<file path="config.mk">
export PLATFORM = sky130hd
export DESIGN_NAME = decode_imm_ctrl
export DESIGN_NICKNAME = d
export VERILOG_FILES = /design/src/rtl/decode_pkg.sv /design/src/rtl/decode_skid_buf.sv /design/src/rtl/decode_imm_ctrl.sv
export SDC_FILE = /design/constraint.sdc
export NUM_CORES = 1
export LEC_CHECK = 0
export CORE_MARGIN = 5
export CORE_UTILIZATION = 30
export DETAILED_ROUTE_END_ITERATION = 10
export GPL_TIMING_DRIVEN = 0
export PLACE_DENSITY = 0.72
export SYNTH_ARGS = -nofsm -noshare
export SYNTH_HDL_FRONTEND = slang
export SYNTH_SLANG_ARGS = --single-unit
</file>
<file path="constraint.sdc">
create_clock -name clk -period 1.9 [get_ports clk]
set_clock_uncertainty 0.15 [all_clocks]
set_input_delay 0.38 -clock clk [delete_from_list [all_inputs] [get_ports clk]]
set_output_delay 0.38 -clock clk [all_outputs]
set_load 0.01 [all_outputs]
</file>
<file path="src/rtl/decode_pkg.sv">
//------------------------------------------------------------------------------
// Module      : decode_pkg
// Description : Shared types and opcode classification for the decode front-end.
// Revision    : 1.0 - initial release
//------------------------------------------------------------------------------
`default_nettype none

package decode_pkg;

  typedef enum logic [1:0] {
    IMM_2REG19 = 2'b00,
    IMM_1REG23 = 2'b01,
    IMM_BR27   = 2'b10,
    IMM_BRL27  = 2'b11
  } imm_type_t;

  typedef enum logic [1:0] {
    OCC_EMPTY = 2'd0,
    OCC_ONE   = 2'd1,
    OCC_TWO   = 2'd2
  } occ_t;

  // Only the two most significant opcode bits select the immediate format.
  function automatic imm_type_t classify(input logic [1:0] opcode_hi);
    imm_type_t t;
    t = IMM_2REG19;
    case (opcode_hi)
      2'b00: t = IMM_2REG19;
      2'b01: t = IMM_1REG23;
      2'b10: t = IMM_BR27;
      2'b11: t = IMM_BRL27;
      default: t = IMM_2REG19;
    endcase
    return t;
  endfunction

endpackage

`default_nettype wire

</file>
<file path="src/rtl/decode_skid_buf.sv">
//------------------------------------------------------------------------------
// Module      : decode_skid_buf
// Description : 1-entry buffer, or 2-entry skid FIFO when DECODE_SKID_EN is set.
// Revision    : 1.0 - initial release
//------------------------------------------------------------------------------
`default_nettype none

module decode_skid_buf
  import decode_pkg::*;
(
  input  logic        clk,
  input  logic        rst_n,
  input  logic        flush,
  input  logic        push,
  input  logic        pop,
  input  logic [31:0] din_instr,
  input  logic [1:0]  din_type,
  output logic [31:0] head_instr,
  output logic [1:0]  head_type,
  output logic        not_empty,
  output logic        push_ready
);

  occ_t        r_occ;
  occ_t        w_occ_nxt;
  logic [31:0] r_head_instr;
  logic [1:0]  r_head_type;

  always_ff @(posedge clk or negedge rst_n) begin
    if (!rst_n) r_occ <= OCC_EMPTY;
    else        r_occ <= w_occ_nxt;
  end

  always_comb begin
    w_occ_nxt = r_occ;
    if (flush) begin
      w_occ_nxt = OCC_EMPTY;
    end else begin
      case (r_occ)
        OCC_EMPTY: if (push) w_occ_nxt = OCC_ONE;
        OCC_ONE: begin
          if (pop && !push) w_occ_nxt = OCC_EMPTY;
`ifdef DECODE_SKID_EN
          else if (push && !pop) w_occ_nxt = OCC_TWO;
`endif
        end
        OCC_TWO: if (pop) w_occ_nxt = OCC_ONE;
        default: w_occ_nxt = OCC_EMPTY;
      endcase
    end
  end

`ifdef DECODE_SKID_EN
  logic [31:0] r_tail_instr;
  logic [1:0]  r_tail_type;
  logic        r_push_ready;

  always_ff @(posedge clk or negedge rst_n) begin
    if (!rst_n) begin
      r_head_instr <= 32'd0;
      r_head_type  <= 2'b00;
      r_tail_instr <= 32'd0;
      r_tail_type  <= 2'b00;
    end else if (!flush) begin
      case (r_occ)
        OCC_EMPTY: if (push) begin
          r_head_instr <= din_instr;
          r_head_type  <= din_type;
        end
        OCC_ONE: begin
          if (push && pop) begin
            r_head_instr <= din_instr;
            r_head_type  <= din_type;
          end else if (push) begin
            r_tail_instr <= din_instr;
            r_tail_type  <= din_type;
          end
        end
        OCC_TWO: if (pop) begin
          r_head_instr <= r_tail_instr;
          r_head_type  <= r_tail_type;
        end
        default: ;
      endcase
    end
  end

  // Registered ready decouples d_ready from f_ready.
  always_ff @(posedge clk or negedge rst_n) begin
    if (!rst_n) r_push_ready <= 1'b1;
    else        r_push_ready <= (w_occ_nxt != OCC_TWO);
  end

  assign push_ready = r_push_ready;
`else
  always_ff @(posedge clk or negedge rst_n) begin
    if (!rst_n) begin
      r_head_instr <= 32'd0;
      r_head_type  <= 2'b00;
    end else if (!flush && push && ((r_occ == OCC_EMPTY) || pop)) begin
      r_head_instr <= din_instr;
      r_head_type  <= din_type;
    end
  end

  assign push_ready = (r_occ == OCC_EMPTY) || pop;
`endif

  assign head_instr = r_head_instr;
  assign head_type  = r_head_type;
  assign not_empty  = (r_occ != OCC_EMPTY);

endmodule

`default_nettype wire

</file>
<file path="src/rtl/decode_imm_ctrl.sv">
//------------------------------------------------------------------------------
// Module      : decode_imm_ctrl
// Description : Decode front-end: fetch buffer, immediate-type select, branch
//               bubbles. Optional 2-entry skid buffer via DECODE_SKID_EN.
// Revision    : 1.0 - initial release
//------------------------------------------------------------------------------
`default_nettype none

module decode_imm_ctrl
  import decode_pkg::*;
#(
  parameter int unsigned BRANCH_BUBBLES = 2
) (
  input  logic        clk,
  input  logic        rst_n,
  input  logic        f_valid,
  input  logic [31:0] f_instr,
  output logic        f_ready,
  input  logic        flush,
  output logic        d_valid,
  input  logic        d_ready,
  output logic [31:0] d_instr,
  output logic [26:0] ext_instr,
  output logic [1:0]  ext_immtype,
  output logic [2:0]  bubble_cnt
);

  localparam logic [2:0] c_bubbles = 3'(BRANCH_BUBBLES);

  logic        w_not_empty;
  logic        w_push_ready;
  logic        w_fetch;
  logic        w_issue;
  logic [1:0]  w_fetch_type;
  logic [31:0] w_head_instr;
  logic [1:0]  w_head_type;
  logic [2:0]  r_bubble_cnt;

  assign w_fetch_type = classify(f_instr[31:30]);
  assign w_fetch      = f_valid && w_push_ready;
  assign d_valid      = w_not_empty && (r_bubble_cnt == 3'd0);
  assign w_issue      = d_valid && d_ready;

  decode_skid_buf u_buf (
    .clk        (clk),
    .rst_n      (rst_n),
    .flush      (flush),
    .push       (w_fetch),
    .pop        (w_issue),
    .din_instr  (f_instr),
    .din_type   (w_fetch_type),
    .head_instr (w_head_instr),
    .head_type  (w_head_type),
    .not_empty  (w_not_empty),
    .push_ready (w_push_ready)
  );

  // A flushed branch still issues but must not stall the refetched stream.
  always_ff @(posedge clk or negedge rst_n) begin
    if (!rst_n)                         r_bubble_cnt <= 3'd0;
    else if (flush)                     r_bubble_cnt <= 3'd0;
    else if (w_issue && w_head_type[1]) r_bubble_cnt <= c_bubbles;
    else if (r_bubble_cnt != 3'd0)      r_bubble_cnt <= r_bubble_cnt - 3'd1;
  end

  assign f_ready     = w_push_ready;
  assign d_instr     = w_head_instr;
  assign ext_instr   = w_head_instr[26:0];
  assign ext_immtype = w_head_type;
  assign bubble_cnt  = r_bubble_cnt;

endmodule

`default_nettype wire

</file>
==> reports/metrics.yaml <==
drc: 0
ys_ff_latch: 38
fp.dieH_um: 85.5
relSlewSlack: 0.426
grt_max_degree: 39
synthTopCellsByArea: "dfrtp_1 (56%), mux2_2 (22%), buf_4 (12%)"
yosysMostFrequentCell: "dfrtp_1"
worstSetupEndpointType: "primary output"
layout.nets: 277
drv_slew: 0
hpwlAfterDp_um: 3200
setup_viol: 33
worst_setup_path_start_kind: "register"
async_reset_ff_frac: 1.00
hold_viol: 0
max-vdd-ir-drop_v: 0.000622
tns_ns: -1.04
fin_ws_ns: -0.0633
drtIter0Drc: 16
synth_area_mm2: 0.00171
vias_per_cell: 4.28
synth-main-ff-cell: "dfrtp_1"
initial_core_util: 0.310
drv_cap: 0
clock.fmax_mhz: 509
grt_usage: 0.124
die_w_um: 85.5
clockRootBuffer: "clkbuf_8"
clockBufferDepth: 2
p_per_area_mw_per_mm2: 1220
vias: 1330
synth_top_area_share: 0.557
cts_max_level: 2
coreArea_mm2: 0.00551
hp-class: "in2async"
crit_type: "reg2out"
drt-total-wl_um: 4480
arrival_ns: 1.43
rsz0062_at_grt: "true"
worst_hold_slack_ns: 0.0562
num_io_pins: 103
critPathMaxFanout: 4
syn_inst: 122
grt_pass1_vias: 1507
p_leak_uw: 0.00146
finalPower_uw: 3850
rows: 27
tritoncts: "yes"
globalplace.congestion: 0.713
diodes: 0
grt_first_pass_wirelength_um: 7270
yosysUniqueCellTypes: 15
ys.warnings.count: 0
cts_buffers: 5
antenna_found_initial: 0
violations: "negative setup slack"
clk-insertion-delay-late_ns: 0.28
synth_edf_count: 0
min_period_over_period: 1.03
die_area_mm2: 0.00730
yosys.area.top_type: "dfrtp_1"
synth.avg_cell_area_um2: 14.0
clkSinkCount: 38
wire_per_inst_um: 14.4
fin_crit_ns: 1.96
portBuffers: 102
synthTopCellsByCount: "dfrtp_1 (38), mux2_2 (34), buf_4 (27)"
detail-route-antenna-nets: 0
cp.required_ns: 1.37
layout.cells.non_filler: 311
synth_nets: 161
synth.yosys.seq_area_share: 0.557
status: "complete, but fails checks"
place_inst: 296
place_ws_ns: -0.466
drive_gt1_frac: 0.360
grt-ovfl-total: 0
clk_pin_slew_ns: 0.08
firstDrtPassIters: 4
area_growth_pct: 85.2
worst_slew_pin_slew_ns: 0.861
path summary, 6_finish.rpt:
path,endpoint,depth (start not counted),slack [ns],from
max reg2reg,u_buf.head_instr[25],8,-0.04,bubble_cnt[0]
min reg2reg,u_buf.head_instr[27],1,0.36,u_buf.head_instr[27]
min in group clk,u_buf.head_instr[27],1,0.36,u_buf.head_instr[27]
min,u_buf.head_instr[14],1,0.06,rst_n
max,f_ready,6,-0.06,bubble_cnt[0]
max in group asynchronous,u_buf.head_type[1],1,1.01,rst_n
cells by family after synthesis:
group	Yosys count	share of synthesized area
fa+ha+maj	2	0.0146
compound gates	5	0.0227
flops	38	0.557
buf+inv	34	0.147
simple gates	9	0.0344
mux	34	0.224
metrics by stage:
stage,utilization,instance area [um^2]
3_5_place_dp,0.515,2840
6_report,0.574,3160
4_1_cts,0.563,3100
2_1_floorplan,-,1730
5_1_grt,0.574,3160
3_3_place_gp,0.516,2840
registers in the layout, summed over array words and instances, names as in the netlist:
register	count
u_buf.head_instr	32
bubble_cnt	3
u_buf.head_type	2
u_buf.r_occ	1
final cells by class:
| class | instances | area (um^2) |
|---|---|---|
| fill | 453 | 2340 |
| timing repair buffer | 109 | 1090 |
| sequential | 38 | 951 |
| multi-input combinational | 50 | 648 |
| buffer | 30 | 263 |
| tap | 72 | 90.1 |
| clock buffer | 7 | 76.3 |
| clock inverter | 1 | 30.0 |
| inverter | 4 | 15.0 |
critical path, stage by stage (launching register included):
cell,delay [ns]
dfrtp_1,0.38
inv_1,0.06
ha_2,0.18
ha_4,0.17
a21boi_4,0.21
inv_2,0.05
buf_6,0.12
cells in the final DEF (no fill, tap or decap), types with 2 or more instances in the layout:
master	synthesis	layout
nand3_1	2	2
dlymetal6s2s_1	0	7
a311oi_1	2	2
buf_6	3	3
clkbuf_1	0	2
clkdlybuf4s50_1	0	92
a21oi_1	2	2
inv_1	4	3
mux2_4	0	32
buf_4	27	32
mux2_2	34	2
dfrtp_1	38	38
buf_12	0	3
buf_2	0	2
nor2_1	3	3
clkbuf_8	0	5
power by group:
part	internal (uW)	total, uW	switching [uW]
Clock	393	669	276
Combinational	1320	1950	630
Sequential	1040	1230	181
Total	2760	3850	1090
metal layers:
layer,GRT usage,share of wire,up-vias
met5,0,0,-
met1,0.155,0.43,639
met3,0.0573,0.11,5
li1,-,-,614
met4,0.0345,0.010,0
met2,0.192,0.44,72
what timing repair did:
item | CTS | global route
pin swaps | 3 | 1
gates resized for setup | 43 | 14
buffers inserted | 4 | 3
setup endpoints to repair | 36 | 44
hold buffers | 0 | 0
No activity file was read; power rests on OpenSTA's default activity.
